### src/rtl/drec_pkg.sv
`default_nettype none
// ============================================================================
//  Module      : drec_pkg
//  Description : Shared types and constants for the multi-channel recorder.
//  Revision    : 1.0 - initial release
// ============================================================================
package drec_pkg;

  typedef enum logic [2:0] {
    S_IDLE      = 3'd0,
    S_REC_WAIT  = 3'd1,
    S_REC_WR    = 3'd2,
    S_PLAY_WAIT = 3'd3,
    S_PLAY_RD   = 3'd4,
    S_PLAY_DATA = 3'd5
  } state_t;

  localparam logic [1:0] MODE_STANDBY = 2'd0;
  localparam logic [1:0] MODE_RECORD  = 2'd1;
  localparam logic [1:0] MODE_PLAY    = 2'd2;

  localparam int BTN_REC  = 0;
  localparam int BTN_PLAY = 1;

  // Channel index width; a single-channel build still needs one bit.
  function automatic int ch_width(input int n);
    return (n > 1) ? $clog2(n) : 1;
  endfunction

endpackage
`default_nettype wire

### src/rtl/drec_addr_gen.sv
`default_nettype none
// ============================================================================
//  Module      : drec_addr_gen
//  Description : Frame/channel counters producing the interleaved SDRAM address.
//  Revision    : 1.0 - initial release
// ============================================================================
module drec_addr_gen
  import drec_pkg::*;
#(
  parameter int ADDR_W = 22,
  parameter int NCH    = 2,
  parameter int CH_W   = 1
) (
  input  logic              clk,
  input  logic              rst,
  input  logic              clear_i,
  input  logic              adv_i,
  output logic [CH_W-1:0]   ch_o,
  output logic [ADDR_W:0]   frame_inc_o,
  output logic [ADDR_W-1:0] addr_o,
  output logic              last_ch_o,
  output logic              last_frame_o
);

  localparam int FRM_W = ADDR_W + 1;
  localparam longint unsigned MAX_FRAMES = (64'd1 << ADDR_W) / 64'(NCH);

  logic [CH_W-1:0]   ch_q, ch_d;
  logic [FRM_W-1:0]  frame_q, frame_d;
  logic [ADDR_W-1:0] base_q, base_d;

  assign last_ch_o    = (ch_q == CH_W'(NCH - 1));
  assign last_frame_o = (frame_q == FRM_W'(MAX_FRAMES - 1));
  assign frame_inc_o  = frame_q + FRM_W'(1);
  // base tracks frame*NCH incrementally so no multiplier is needed
  assign addr_o       = base_q + ADDR_W'(ch_q);
  assign ch_o         = ch_q;

  always_comb begin
    ch_d    = ch_q;
    frame_d = frame_q;
    base_d  = base_q;
    if (clear_i) begin
      ch_d    = '0;
      frame_d = '0;
      base_d  = '0;
    end else if (adv_i) begin
      if (last_ch_o) begin
        ch_d    = '0;
        frame_d = frame_inc_o;
        base_d  = base_q + ADDR_W'(NCH);
      end else begin
        ch_d = ch_q + CH_W'(1);
      end
    end
  end

  always_ff @(posedge clk or posedge rst) begin
    if (rst) begin
      ch_q    <= '0;
      frame_q <= '0;
      base_q  <= '0;
    end else begin
      ch_q    <= ch_d;
      frame_q <= frame_d;
      base_q  <= base_d;
    end
  end

endmodule
`default_nettype wire

### src/rtl/drec_multi_controller.sv
`default_nettype none
// ============================================================================
//  Module      : drec_multi_controller
//  Description : Multi-channel record/playback controller between ADC, DAC and SDRAM.
//  Revision    : 1.0 - initial release
// ============================================================================
module drec_multi_controller
  import drec_pkg::*;
#(
  parameter int DATA_W = 16,
  parameter int ADDR_W = 22,
  parameter int NCH    = 2
) (
  input  logic                  clk,
  input  logic                  rst,
  input  logic [1:0]            button_i,
  input  logic                  loop_en_i,
  input  logic [NCH*DATA_W-1:0] adc_data_i,
  input  logic                  adc_enable_i,
  input  logic                  dac_tick_i,
  output logic [NCH*DATA_W-1:0] dac_data_o,
  output logic                  dac_enable_o,
  output logic [DATA_W-1:0]     sdram_wr_data_o,
  output logic [ADDR_W-1:0]     sdram_wr_addr_o,
  output logic                  sdram_wr_enable_o,
  input  logic                  sdram_wr_ready_i,
  output logic [ADDR_W-1:0]     sdram_rd_addr_o,
  output logic                  sdram_rd_enable_o,
  input  logic                  sdram_rd_ready_i,
  input  logic [DATA_W-1:0]     sdram_rd_data_i,
  input  logic                  sdram_rd_rdy_i,
  output logic [1:0]            mode_o,
  output logic [ADDR_W-1:0]     rec_frames_o,
  output logic                  overrun_o,
  output logic                  underrun_o
);

  localparam int CH_W    = ch_width(NCH);
  localparam int FRAME_W = NCH * DATA_W;

  state_t              state_q;
  logic [1:0]          mode_q;
  logic                stop_q;
  logic [FRAME_W-1:0]  adc_q;
  logic [FRAME_W-1:0]  buf_q;
  logic [FRAME_W-1:0]  dac_data_q;
  logic                dac_en_q;
  logic                wr_en_q;
  logic                rd_en_q;
  logic [DATA_W-1:0]   wr_data_q;
  logic [ADDR_W-1:0]   rec_frames_q;
  logic                overrun_q;
  logic                underrun_q;

  logic                w_ag_clear;
  logic                w_ag_adv;
  logic [CH_W-1:0]     w_ch;
  logic [ADDR_W:0]     w_frame_inc;
  logic [ADDR_W-1:0]   w_addr;
  logic                w_last_ch;
  logic                w_last_frame;
  logic [FRAME_W-1:0]  w_play_frame;

  wire w_btn_any  = |button_i;
  wire w_btn_rec  = button_i[BTN_REC] & ~button_i[BTN_PLAY];
  wire w_btn_play = button_i[BTN_PLAY] & ~button_i[BTN_REC];
  wire w_wr_acc   = wr_en_q & sdram_wr_ready_i;
  wire w_rd_acc   = rd_en_q & sdram_rd_ready_i;
  wire w_play_end = (w_frame_inc == {1'b0, rec_frames_q});
  wire w_stopping = stop_q | w_btn_any;

  drec_addr_gen #(
    .ADDR_W (ADDR_W),
    .NCH    (NCH),
    .CH_W   (CH_W)
  ) u_addr_gen (
    .clk          (clk),
    .rst          (rst),
    .clear_i      (w_ag_clear),
    .adv_i        (w_ag_adv),
    .ch_o         (w_ch),
    .frame_inc_o  (w_frame_inc),
    .addr_o       (w_addr),
    .last_ch_o    (w_last_ch),
    .last_frame_o (w_last_frame)
  );

  // The final channel goes to the DAC straight from the read bus.
  always_comb begin
    w_play_frame = buf_q;
    w_play_frame[FRAME_W-1 -: DATA_W] = sdram_rd_data_i;
  end

  always_comb begin
    w_ag_clear = 1'b0;
    w_ag_adv   = 1'b0;
    case (state_q)
      S_IDLE:
        if (w_btn_rec || (w_btn_play && rec_frames_q != '0)) w_ag_clear = 1'b1;
      S_REC_WR:
        if (w_wr_acc) w_ag_adv = 1'b1;
      S_PLAY_DATA:
        if (sdram_rd_rdy_i && !w_btn_any) begin
          if (w_last_ch && w_play_end && loop_en_i) w_ag_clear = 1'b1;
          else                                      w_ag_adv   = 1'b1;
        end
      default: ;
    endcase
  end

  always_ff @(posedge clk or posedge rst) begin
    if (rst) begin
      state_q      <= S_IDLE;
      mode_q       <= MODE_STANDBY;
      stop_q       <= 1'b0;
      adc_q        <= '0;
      buf_q        <= '0;
      dac_data_q   <= '0;
      dac_en_q     <= 1'b0;
      wr_en_q      <= 1'b0;
      rd_en_q      <= 1'b0;
      wr_data_q    <= '0;
      rec_frames_q <= '0;
      overrun_q    <= 1'b0;
      underrun_q   <= 1'b0;
    end else begin
      dac_en_q <= 1'b0;
      case (state_q)
        S_IDLE: begin
          if (w_btn_rec) begin
            state_q      <= S_REC_WAIT;
            mode_q       <= MODE_RECORD;
            stop_q       <= 1'b0;
            rec_frames_q <= '0;
            overrun_q    <= 1'b0;
            underrun_q   <= 1'b0;
          end else if (w_btn_play && rec_frames_q != '0) begin
            state_q    <= S_PLAY_WAIT;
            mode_q     <= MODE_PLAY;
            stop_q     <= 1'b0;
            overrun_q  <= 1'b0;
            underrun_q <= 1'b0;
          end
        end

        S_REC_WAIT: begin
          if (w_btn_any) begin
            state_q <= S_IDLE;
            mode_q  <= MODE_STANDBY;
          end else if (adc_enable_i) begin
            adc_q     <= adc_data_i;
            wr_data_q <= adc_data_i[DATA_W-1:0];
            wr_en_q   <= 1'b1;
            state_q   <= S_REC_WR;
          end
        end

        S_REC_WR: begin
          if (adc_enable_i) overrun_q <= 1'b1;
          if (w_btn_any)    stop_q    <= 1'b1;
          if (w_wr_acc) begin
            if (w_last_ch) begin
              wr_en_q      <= 1'b0;
              rec_frames_q <= w_frame_inc[ADDR_W-1:0];
              if (w_stopping || w_last_frame) begin
                state_q <= S_IDLE;
                mode_q  <= MODE_STANDBY;
              end else begin
                state_q <= S_REC_WAIT;
              end
            end else if (w_stopping) begin
              // partial frame: abandon remaining channels, count unchanged
              wr_en_q <= 1'b0;
              state_q <= S_IDLE;
              mode_q  <= MODE_STANDBY;
            end else begin
              wr_data_q <= adc_q[(int'(w_ch) + 1) * DATA_W +: DATA_W];
            end
          end
        end

        S_PLAY_WAIT: begin
          if (w_btn_any) begin
            state_q <= S_IDLE;
            mode_q  <= MODE_STANDBY;
          end else if (dac_tick_i) begin
            rd_en_q <= 1'b1;
            state_q <= S_PLAY_RD;
          end
        end

        S_PLAY_RD: begin
          if (dac_tick_i) underrun_q <= 1'b1;
          if (w_btn_any)  stop_q     <= 1'b1;
          if (w_rd_acc) begin
            rd_en_q <= 1'b0;
            if (w_stopping) begin
              state_q <= S_IDLE;
              mode_q  <= MODE_STANDBY;
            end else begin
              state_q <= S_PLAY_DATA;
            end
          end
        end

        S_PLAY_DATA: begin
          if (dac_tick_i) underrun_q <= 1'b1;
          if (w_btn_any) begin
            state_q <= S_IDLE;
            mode_q  <= MODE_STANDBY;
          end else if (sdram_rd_rdy_i) begin
            buf_q[int'(w_ch) * DATA_W +: DATA_W] <= sdram_rd_data_i;
            if (!w_last_ch) begin
              rd_en_q <= 1'b1;
              state_q <= S_PLAY_RD;
            end else begin
              dac_data_q <= w_play_frame;
              dac_en_q   <= 1'b1;
              if (w_play_end && !loop_en_i) begin
                state_q <= S_IDLE;
                mode_q  <= MODE_STANDBY;
              end else begin
                state_q <= S_PLAY_WAIT;
              end
            end
          end
        end

        default: begin
          state_q <= S_IDLE;
          mode_q  <= MODE_STANDBY;
        end
      endcase
    end
  end

  assign dac_data_o        = dac_data_q;
  assign dac_enable_o      = dac_en_q;
  assign sdram_wr_data_o   = wr_data_q;
  assign sdram_wr_addr_o   = w_addr;
  assign sdram_wr_enable_o = wr_en_q;
  assign sdram_rd_addr_o   = w_addr;
  assign sdram_rd_enable_o = rd_en_q;
  assign mode_o            = mode_q;
  assign rec_frames_o      = rec_frames_q;
  assign overrun_o         = overrun_q;
  assign underrun_o        = underrun_q;

endmodule
`default_nettype wire
### config.mk
export PLATFORM = sky130hd
export DESIGN_NAME = drec_multi_controller
export DESIGN_NICKNAME = d
export VERILOG_FILES = /design/src/rtl/drec_pkg.sv /design/src/rtl/drec_addr_gen.sv /design/src/rtl/drec_multi_controller.sv
export SDC_FILE = /design/constraint.sdc
export NUM_CORES = 1
export LEC_CHECK = 0
export BUFFER_PORTS_ARGS = -buffer_cell sky130_fd_sc_hd__buf_2
export CORE_MARGIN = 4
export CORE_UTILIZATION = 42
export DETAILED_ROUTE_END_ITERATION = 10
export HOLD_SLACK_MARGIN = 0.03
export PLACE_DENSITY = 0.68
export SYNTH_ARGS = -nofsm -noshare
export SYNTH_HDL_FRONTEND = slang
export SYNTH_SLANG_ARGS = --single-unit
### constraint.sdc
create_clock -name clk -period 5.8 [get_ports clk]
set_input_delay 0 -clock clk [delete_from_list [all_inputs] [get_ports clk]]
set_output_delay 0 -clock clk [all_outputs]
set_load 0.05 [all_outputs]
==> flow_summary.yaml, run 1 <==
routing:
  finalWirelength_mm: 23.9
  first_pass_iters: 6
  first_iter_violations: 642
  drcViolationCount: 0
  vias_per_cell: 5.48
  num_vias: 7563
  wl_per_cell_um: 17.3
  ant_nets: 0
floorplanning:
  start_util: 0.433
  ios: 179
  dieWidth_um: 151
  core_um2: 19800
  rows: 51
  fp.dieH_um: 151
  dieArea_um2: 22800
yosys:
  synth_top_family_by_area: "simple AND/OR/NAND/NOR gates"
  yosys_warnings: 0
  synthMuxAreaShare: 0.0444
  avgSynthCellArea_um2: 9.03
  netlist.area_leader.share: 0.461
  ys_types: 69
  synth-simple-area-share: 0.242
  seq_area_frac_synth: 0.461
  synthFlopType: "dfrtp_1"
  synth_area_um2: 8570
  synthAdderAreaFrac: 0.00292
  synth_area_leaders: "dfrtp_1, nand2_1, mux2_2, o21ai_0, a21oi_1"
  synth_async_sr_flop_share: 1.00
  yosys_register_bits: 158
  yosysTopAreaCell: "dfrtp_1"
  synth_compound_area_frac: 0.139
  syn_nets: 1009
  synth_edf_count: 0
  syn_inst: 949
  synth_xor_area_frac: 0.0361
clocking:
  clock_sinks: 158
  cts_buffers: 17
  cts_setup_buffers: 0
  clk_pin_slew_ns: 0.07
  post_cts_resized: 0
  root_buffer: "clkbuf_16"
  insertion_delay_ns: 0.43
  tritoncts: "built"
  htree_levels: 4
  cts_buffer_depth: 2
cells_and_area:
  drive_gt1_frac: 0.245
  syn_to_final_growth_pct: 21.9
  nNetsFinal: 1163
  final_design_area_no_fill_um2: 10500
  post-route-util: 0.528
  stdcell_count: 1381
  diodes: 0
critical_path:
  worst_path_max_delay_cell: "or4b_2"
  r2r_cells: 11
  worstPathCellList: "ha_1 -> nand4_4 -> nor3_1 -> o32ai_1 -> or4b_2 -> nor4_2 -> nand4_1 -> a21bo_2 -> buf_4 -> and3_1 -> a221o_1"
  regToRegSetupSlack_ns: 1.46
  cpPeakStageDelay_ns: 0.69
  reg2reg_from: "u_addr_gen.frame_q[0]$_DFFE_PP0P_"
  cp_max_fo: 50
  cp.required_ns: 6.11
  arrival_ns: 4.65
  crit_path_end_kind: "register"
  critical_path_class: "register to register"
  start_kind: "register"
  r2r-end: "u_addr_gen.base_q[20]$_DFFE_PP0P_"
sta:
  fmax_mhz: 230
  finalSetupViolations: 0
  min_period_ns: 4.34
  rsz0062_at_grt: "false"
  relSlewSlack: 0.244
  fin_tns_setup_ns: 0
  hold_violations: 0
  fin_crit_sh: 0.748
  slew_violations: 0
  fin_skew_ns: 0.00963
  tightest_slew_ns: 1.13
power:
  power_frac_seq: 0.394
  leakage_nw: 5.10
  pwr-share-clk: 0.321
  pwr-share-comb: 0.285
  p_sw_w: 0.00138
  switching_share: 0.385
  ir_drop_mv: 0.317
  p_int_w: 0.00221
  p_per_area_nw_per_um2: 343
grt:
  track_usage: 0.214
  first_global_vias: 7419
  grt_overflow: 0
  grt_max_degree: 89
  grt_pass1_wl_mm: 39.0
  grt_antenna_before_repair: 0
min_path:
  whs_endpoint: "state_q[1]$_DFFE_PP0P_"
  min-delay-start: "button_i[1]"
  holdPathStages: 4
  hold_class: "primary input to register"
status:
  outcome: "completed"
placed_design:
  port_buffers: 178
  dp_cells: 1296
  hpwl_mm: 16.1
  place_congestion: 0.939
  dpl_cell_area_um2: 9310
job:
  drv_cap: 0
-- area by class of cell --
cell class / count / area [µm²]
Sequential cell: 158 / 3950
Tap cell: 265 / 332
Inverter: 19 / 76.3
Timing Repair Buffer: 240 / 1490
Clock inverter: 15 / 189
Clock buffer: 17 / 425
Fill cell: 1800 / 9330
Multi-Input combinational cell: 667 / 3990
-- worst max-delay path by stage --
stage                                 startpoint                                 to  slack [ns]  depth (start not counted)
2_1_floorplan                                rst              adc_q[16]$_DFFE_PP0P_        1.54                          1
3_3_place_gp   u_addr_gen.frame_q[0]$_DFFE_PP0P_  u_addr_gen.base_q[21]$_DFFE_PP0P_        1.65                         11
3_5_place_dp   u_addr_gen.frame_q[0]$_DFFE_PP0P_  u_addr_gen.base_q[20]$_DFFE_PP0P_        1.51                         11
4_1_cts        u_addr_gen.frame_q[0]$_DFFE_PP0P_  u_addr_gen.base_q[20]$_DFFE_PP0P_        1.51                         11
5_1_grt        u_addr_gen.frame_q[0]$_DFFE_PP0P_  u_addr_gen.base_q[20]$_DFFE_PP0P_        1.17                         11
6_report       u_addr_gen.frame_q[0]$_DFFE_PP0P_  u_addr_gen.base_q[20]$_DFFE_PP0P_        1.46                         11
-- per-stage QoR --
| step | power, W | setup slack, ns | hold slack, ns |
|---|---|---|---|
| after CTS | 0.00360 | 1.51 | 0.0471 |
| after global placement | 0.00240 | 1.65 | 0.208 |
| after floorplan | 0.00217 | 1.54 | 0.105 |
| after global routing | 0.00378 | 1.17 | 0.0931 |
| after detailed placement | 0.00242 | 1.51 | 0.211 |
| final | 0.00358 | 1.46 | 0.0540 |
-- repair_timing --
item | CTS | global route
hold buffers | 53 | 0
endpoints found under the hold margin | 156 | 0
setup endpoints to repair | 0 | 0
-- cells by family after synthesis --
| kind of cell | Yosys count |
|---|---|
| and+or+nand+nor | 402 |
| xor gates and xnor gates | 32 |
| DFF | 158 |
| buffers and inverters | 124 |
| AOI/OAI and AO/OA | 197 |
| adders and majority gates | 2 |
| muxes | 34 |
-- cell usage after synthesis, types with 3 or more instances --
cell type and count:
clkbuf_1 51, dfrtp_1 158, a211oi_1 5, o21ai_0 61
or2_2 6, a32o_1 4, nand3b_1 7, or4_1 3
a21oi_1 58, buf_4 33, nor3b_1 18, nand2b_1 20
mux2_2 32, a22o_1 5, o211ai_1 3, buf_6 4
buf_1 3, xnor2_1 22, inv_1 18, nor4_1 15
buf_2 14, xor2_1 8, nor3_1 16, o22ai_1 4
a31oi_1 26, or3_1 6, and3_1 22, nor2b_1 3
o2111ai_1 4, nand2_1 183, a21o_1 3, nor2_1 30
nand4_1 18, nand3_1 32, and2_1 8
-- cell usage in the layout, fill, tap and decap left out, types with 9 or more instances in the layout --
| master | n |
|---|---|
| clkbuf_16 | 17 |
| nand2b_1 | 20 |
| buf_2 | 178 |
| nand4_1 | 18 |
| xnor2_1 | 22 |
| nor3_1 | 16 |
| a21oi_1 | 58 |
| and3_1 | 22 |
| nand2_1 | 183 |
| buf_4 | 9 |
| a31oi_1 | 26 |
| o21ai_0 | 61 |
| nor2_1 | 30 |
| mux2_2 | 32 |
| nor4_1 | 15 |
| nand3_1 | 32 |
| dlygate4sd3_1 | 53 |
| nor3b_1 | 18 |
| dfrtp_1 | 158 |
| inv_1 | 17 |
-- power by group through the flow --
stage	combinational [W]	sequential [W]	clock, W
global placement	0.000977	0.00142	0
detailed placement	0.000992	0.00142	0
finish	0.00102	0.00141	0.00115
floorplan	0.000542	0.00163	0
CTS	0.00102	0.00141	0.00117
global route	0.00112	0.00144	0.00122
-- worst max-delay path, delay by kind of cell, from the launching register on --
family                     cells  cell delay, ns
and+or+nand+nor                6            1.97
DFF                            1            0.51
AOI/OAI and AO/OA              3            0.97
buffers and inverters          1            0.36
adders and majority gates      1            0.40
-- registers in the layout, indices dropped and copies added, names as in the netlist --
name and flops:
sdram_wr_data_o 16, u_addr_gen.frame_q 23, mode_o 2, state_q 3
u_addr_gen.ch_o 1, rec_frames_o 22, buf_q 16, stop_q 1
sdram_wr_enable_o 1, dac_data_o 32, adc_q 16, u_addr_gen.base_q 21
sdram_rd_enable_o 1, underrun_o 1, overrun_o 1, dac_enable_o 1
-- metal layers --
layer  up-vias  wire [µm]  track usage
met2       300      10900        0.335
met5         -          0            0
li1       3632          -            -
met3        42       1950       0.0589
met1      3589      10500        0.291
met4         0        459       0.0671
No activity file was read; power rests on OpenSTA's default activity.
==> inputs of run 2 (changes only) <==
==> constraint.sdc (replaced) <==
create_clock -name clk -period 4.2 [get_ports clk]
set_input_delay 0 -clock clk [delete_from_list [all_inputs] [get_ports clk]]
set_output_delay 0 -clock clk [all_outputs]
set_load 0.05 [all_outputs]
==> run 2 against run 1 <==
  * Non-clock buffer count increased by 4
  * Critical path type unchanged
  * Critical endpoint is now u_addr_gen.base_q[11]$_DFFE_PP0P_
  * Clock power rose by 40%
  * Sequential cell count did not move
  * Worst setup slack got worse by 1.2 ns
==> flow_summary.yaml, run 2 (synthesis gave the netlist of run 1 again) <==
sta:
  finalSetupViolations: 0
  tightest_slew_ns: 1.11
  relSlewSlack: 0.258
  fin_tns_setup_ns: 0
  fin_ws_ns: 0.249
  fin_skew_ns: 0.0126
  slew_violations: 0
  rsz0062_at_grt: "false"
  min_period_ns: 3.95
  fin_crit_sh: 0.941
  hold_violations: 0
  fmax_mhz: 253
clocking:
  insertion_delay_ns: 0.43
  htree_levels: 4
  post_cts_resized: 0
  clock_sinks: 158
  root_buffer: "clkbuf_16"
  tritoncts: "built"
  clk_pin_slew_ns: 0.07
  cts_buffer_depth: 2
  cts_buffers: 17
critical_path:
  cp.required_ns: 4.50
  r2r_cells: 11
  critical_path_class: "register to register"
  cpPeakStageDelay_ns: 0.51
  crit_path_end_kind: "register"
  start_kind: "register"
  worstPathCellList: "ha_1 -> nand4_4 -> or3_1 -> a32o_1 -> or4_1 -> nor4_2 -> nand4_1 -> a21bo_2 -> buf_4 -> nor2_1 -> a21oi_1"
  worst_path_max_delay_cell: "dfrtp_1"
  arrival_ns: 4.26
  r2r-end: "u_addr_gen.base_q[11]$_DFFE_PP0P_"
  cp_max_fo: 28
  reg2reg_from: "u_addr_gen.frame_q[0]$_DFFE_PP0P_"
  regToRegSetupSlack_ns: 0.25
placed_design:
  place_congestion: 0.945
  dp_cells: 1300
  port_buffers: 178
  hpwl_mm: 16.6
  dpl_cell_area_um2: 9360
  dp_slack_ns: 0.337
grt:
  grt_antenna_before_repair: 0
  first_global_vias: 7171
  grt_pass1_wl_mm: 39.2
  track_usage: 0.217
  grt_overflow: 0
  grt_max_degree: 159
power:
  p_sw_w: 0.00192
  switching_share: 0.386
  p_per_area_nw_per_um2: 474
  pwr-share-clk: 0.323
  pwr-share-comb: 0.285
  power_frac_seq: 0.392
  p_int_w: 0.00306
  ir_drop_mv: 0.423
  leakage_nw: 5.13
job:
  drv_cap: 0
floorplanning:
  dieArea_um2: 22800
  dieWidth_um: 151
  ios: 179
  fp.dieH_um: 151
  core_um2: 19800
  rows: 51
  start_util: 0.433
routing:
  first_iter_violations: 607
  first_pass_iters: 5
  drcViolationCount: 0
  finalWirelength_mm: 24.7
  vias_per_cell: 5.42
  ant_nets: 0
  wl_per_cell_um: 17.8
  num_vias: 7512
cells_and_area:
  final_common_cell: "nand2_1"
  nNetsFinal: 1167
  stdcell_count: 1385
  final_cell_mix: "nand2_1, buf_2, dfrtp_1"
  fill_cells: 1811
  final_design_area_no_fill_um2: 10500
  largest_register_ffs: 32
  diodes: 0
  syn_to_final_growth_pct: 22.8
  drive_gt1_frac: 0.247
min_path:
  hold_class: "primary input to register"
  holdPathStages: 3
  min-delay-start: "button_i[1]"
  whs_endpoint: "state_q[0]$_DFFE_PP0P_"
status:
  outcome: "completed"
-- run 2: changes by cell type in the layout (fill, tap and decap cells not counted) --
cell	before	now
inv_8	5	3
buf_12	0	2
inv_12	1	3
clkinv_4	4	2
clkinvlp_4	0	1
buf_4	9	11
clkinv_8	5	6
-- run 2: critical path, delay by kind of cell, from the launching register on --
family,cells,cell delay (ns)
and+or+nand+nor,6,1.86
AOI/OAI and AO/OA,3,0.74
DFF,1,0.51
adders and majority gates,1,0.41
buffers and inverters,1,0.29
-- run 2: layer usage --
layer | global-route usage | part of all wire
met5 | 0 | 0
met4 | 0.0481 | 0.012
met3 | 0.0655 | 0.077
met2 | 0.330 | 0.46
met1 | 0.306 | 0.45
-- run 2: cell type report --
| cell class | count | area, µm² | share of cell area |
|---|---|---|---|
| clock buffer | 17 | 425 | 0.0404 |
| sequential | 158 | 3950 | 0.376 |
| tap | 265 | 332 | 0.0315 |
| clock inverter | 15 | 206 | 0.0196 |
| timing repair buffer | 244 | 1540 | 0.147 |
| inverter | 19 | 75.1 | 0.00713 |
| multi-input combinational | 667 | 3990 | 0.379 |
-- run 2: what timing repair did --
action                     in CTS  in global routing
hold buffers                   53                  0
buffers inserted                0                  0
hold endpoints to repair      227                  0
setup endpoints to repair       0                  0
-- run 2: stage by stage --
stage                     total power, W  hold slack, ns  utilization
after floorplan                  0.00300           0.105            -
after global placement           0.00332           0.207        0.473
after detailed placement         0.00335           0.217        0.473
final                            0.00498          0.0747        0.532
after global routing             0.00524          0.0814        0.532
after CTS                        0.00501          0.0510        0.532
-- run 2: how the worst max path moves through the flow --
stage	from	to	slack [ns]	depth (start not counted)
final	u_addr_gen.frame_q[0]$_DFFE_PP0P_	u_addr_gen.base_q[11]$_DFFE_PP0P_	0.25	11
after global placement	u_addr_gen.frame_q[0]$_DFFE_PP0P_	u_addr_gen.base_q[9]$_DFFE_PP0P_	0.52	11
after CTS	u_addr_gen.frame_q[0]$_DFFE_PP0P_	u_addr_gen.base_q[11]$_DFFE_PP0P_	0.31	11
after global routing	u_addr_gen.frame_q[0]$_DFFE_PP0P_	u_addr_gen.base_q[11]$_DFFE_PP0P_	0.10	11
after detailed placement	u_addr_gen.frame_q[0]$_DFFE_PP0P_	u_addr_gen.base_q[11]$_DFFE_PP0P_	0.34	11
after floorplan	u_addr_gen.frame_q[1]$_DFFE_PP0P_	u_addr_gen.base_q[20]$_DFFE_PP0P_	1.01	12
-- run 2: power by group through the flow --
stage,combinational (W),sequential (W),clock (W)
global placement,0.00136,0.00196,0
CTS,0.00142,0.00195,0.00165
global route,0.00154,0.00199,0.00172
detailed placement,0.00138,0.00197,0
floorplan,0.000749,0.00225,0
finish,0.00142,0.00195,0.00161
==> inputs of run 3 (changes only) <==
--- a/config.mk
+++ b/config.mk
@@ -6,11 +6,12 @@
 export NUM_CORES = 1
 export LEC_CHECK = 0
 export BUFFER_PORTS_ARGS = -buffer_cell sky130_fd_sc_hd__buf_2
-export CORE_MARGIN = 4
-export CORE_UTILIZATION = 42
+export CORE_MARGIN = 3
+export CORE_UTILIZATION = 50
 export DETAILED_ROUTE_END_ITERATION = 10
 export HOLD_SLACK_MARGIN = 0.03
-export PLACE_DENSITY = 0.68
+export PLACE_DENSITY = 0.78
+export SLEW_MARGIN = 20
 export SYNTH_ARGS = -nofsm -noshare
 export SYNTH_HDL_FRONTEND = slang
 export SYNTH_SLANG_ARGS = --single-unit
==> run 3 against run 2 <==
  * Hold slack got worse by 0.0053 ns
  * Register-to-register slack gained 0.02 ns
  * Final cell count shrank 3.0%
  * First-iteration DRC count grew 20%
  * Sequential power hardly changed
  * Clock power about the same
  * Global-route usage rose by 4.7 points
  * Utilization is 9.5 points higher
  * Sequential share of layout area grew 0.20 points
==> flow_summary.yaml, run 3 (synthesis gave the netlist of run 1 again) <==
clocking:
  root_buffer: "clkbuf_16"
  clk_pin_slew_ns: 0.08
  cts_setup_buffers: 0
  cts_buffer_depth: 2
  cts_buffers: 17
  htree_levels: 4
  clock_sinks: 158
  tritoncts: "built"
  insertion_delay_ns: 0.43
power:
  pwr-share-clk: 0.321
  p_sw_w: 0.00195
  power_frac_seq: 0.391
  ir_drop_mv: 0.481
  switching_share: 0.389
  leakage_nw: 5.13
  pwr-share-comb: 0.288
  p_per_area_nw_per_um2: 478
  p_int_w: 0.00306
routing:
  vias_per_cell: 5.81
  first_pass_iters: 5
  ant_nets: 0
  num_vias: 7808
  drcViolationCount: 0
  finalWirelength_mm: 24.4
  wl_per_cell_um: 18.2
  first_iter_violations: 729
critical_path:
  critical_path.startpoint: "u_addr_gen.frame_q[0]$_DFFE_PP0P_"
  start_kind: "register"
  cp.required_ns: 4.50
  arrival_ns: 4.23
  cp_max_fo: 35
  crit_path_end_kind: "register"
  reg2reg_from: "u_addr_gen.frame_q[0]$_DFFE_PP0P_"
  critical_path_class: "register to register"
sta:
  fmax_mhz: 255
  fin_tns_setup_ns: 0
  slew_violations: 0
  min_period_ns: 3.93
  fin_ws_ns: 0.272
  fin_crit_sh: 0.935
  finalSetupViolations: 0
  hold_violations: 0
  fin_skew_ns: 0.0115
  rsz0062_at_grt: "false"
  tightest_slew_ns: 0.852
  relSlewSlack: 0.432
cells_and_area:
  drive_gt1_frac: 0.250
  final_cell_mix: "nand2_1, buf_2, dfrtp_1"
  fill_cells: 1371
  diodes: 0
  largest_register_ffs: 32
  stdcell_count: 1343
  syn_to_final_growth_pct: 22.1
  nNetsFinal: 1170
  final_common_cell: "nand2_1"
min_path:
  min-delay-start: "button_i[0]"
  hold_class: "primary input to register"
floorplanning:
  dieWidth_um: 137
  ios: 179
  start_util: 0.513
  core_um2: 16700
  dieArea_um2: 18800
  fp.dieH_um: 137
  rows: 47
placed_design:
  dp_slack_ns: 0.296
  hpwl_mm: 15.7
  place_congestion: 0.996
  dp_cells: 1258
  port_buffers: 178
grt:
  first_global_vias: 7587
  grt_max_degree: 67
  grt_pass1_wl_mm: 39.2
  track_usage: 0.264
  grt_overflow: 0
  grt_antenna_before_repair: 0
job:
  drv_cap: 0
status:
  outcome: "completed"
==> run 3: final timing paths <==
path                                               endpoint  slack, ns  depth (start not counted)
max                        u_addr_gen.base_q[7]$_DFFE_PP0P_       0.27                         11
min                                   mode_o[1]$_DFFE_PP0P_       0.07                          3
max reg2reg                u_addr_gen.base_q[7]$_DFFE_PP0P_       0.27                         11
min reg2reg                       dac_data_o[9]$_DFFE_PP0P_       0.47                          2
max in group asynchronous         dac_data_o[1]$_DFFE_PP0P_       2.87                          5
min in group asynchronous    sdram_wr_data_o[7]$_DFFE_PP0P_       0.26                          4
==> run 3: power groups by stage <==
stage	Sequential [W]	Clock, W	Combinational (W)
global route	0.00199	0.00170	0.00155
detailed placement	0.00197	0	0.00137
CTS	0.00194	0.00164	0.00141
finish	0.00196	0.00161	0.00144
floorplan	0.00225	0	0.000749
global placement	0.00196	0	0.00134
==> run 3: cell type report <==
cell class              instances  area (µm²)  area share
clock buffers                  17         425      0.0406
clock inverters                15         199      0.0190
inverters                      19        75.1     0.00717
multi-input cells             667        4000       0.382
flip-flops and latches        158        3950       0.378
well taps                     220         275      0.0263
repair buffers                247        1540       0.147
==> run 3: metrics by stage <==
step                      power, W  instance area [µm²]  utilization  hold WS [ns]
after floorplan            0.00300                 8580            -         0.105
final                      0.00501                10500        0.627        0.0694
after global routing       0.00524                10500        0.627        0.0870
after global placement     0.00330                 9300        0.557         0.177
after detailed placement   0.00334                 9300        0.557         0.183
after CTS                  0.00499                10500        0.626        0.0521
==> run 3: per-layer routing <==
layer,vias to the layer above,wire length [µm],track usage
li1,3626,-,-
met1,3794,10200,0.344
met2,341,11800,0.434
met3,47,1940,0.0739
met4,0,435,0.0682
met5,-,0,0
==> run 3: repair_timing <==
item / CTS / global route
endpoints found under the hold margin: 172 / 0
resized for setup: 0 / 1
hold buffers: 53 / 0
endpoints found under the setup margin: 0 / 4
==> run 3: critical path, cell delays in order, from the launching register on <==
cell	delay [ns]
dfrtp_1	0.51
ha_2	0.35
nand4_4	0.21
nor3_1	0.42
o32ai_1	0.12
or4b_2	0.67
nor4_2	0.22
nand4_1	0.22
a21bo_2	0.50
buf_4	0.30
nor2_1	0.20
a21oi_1	0.06
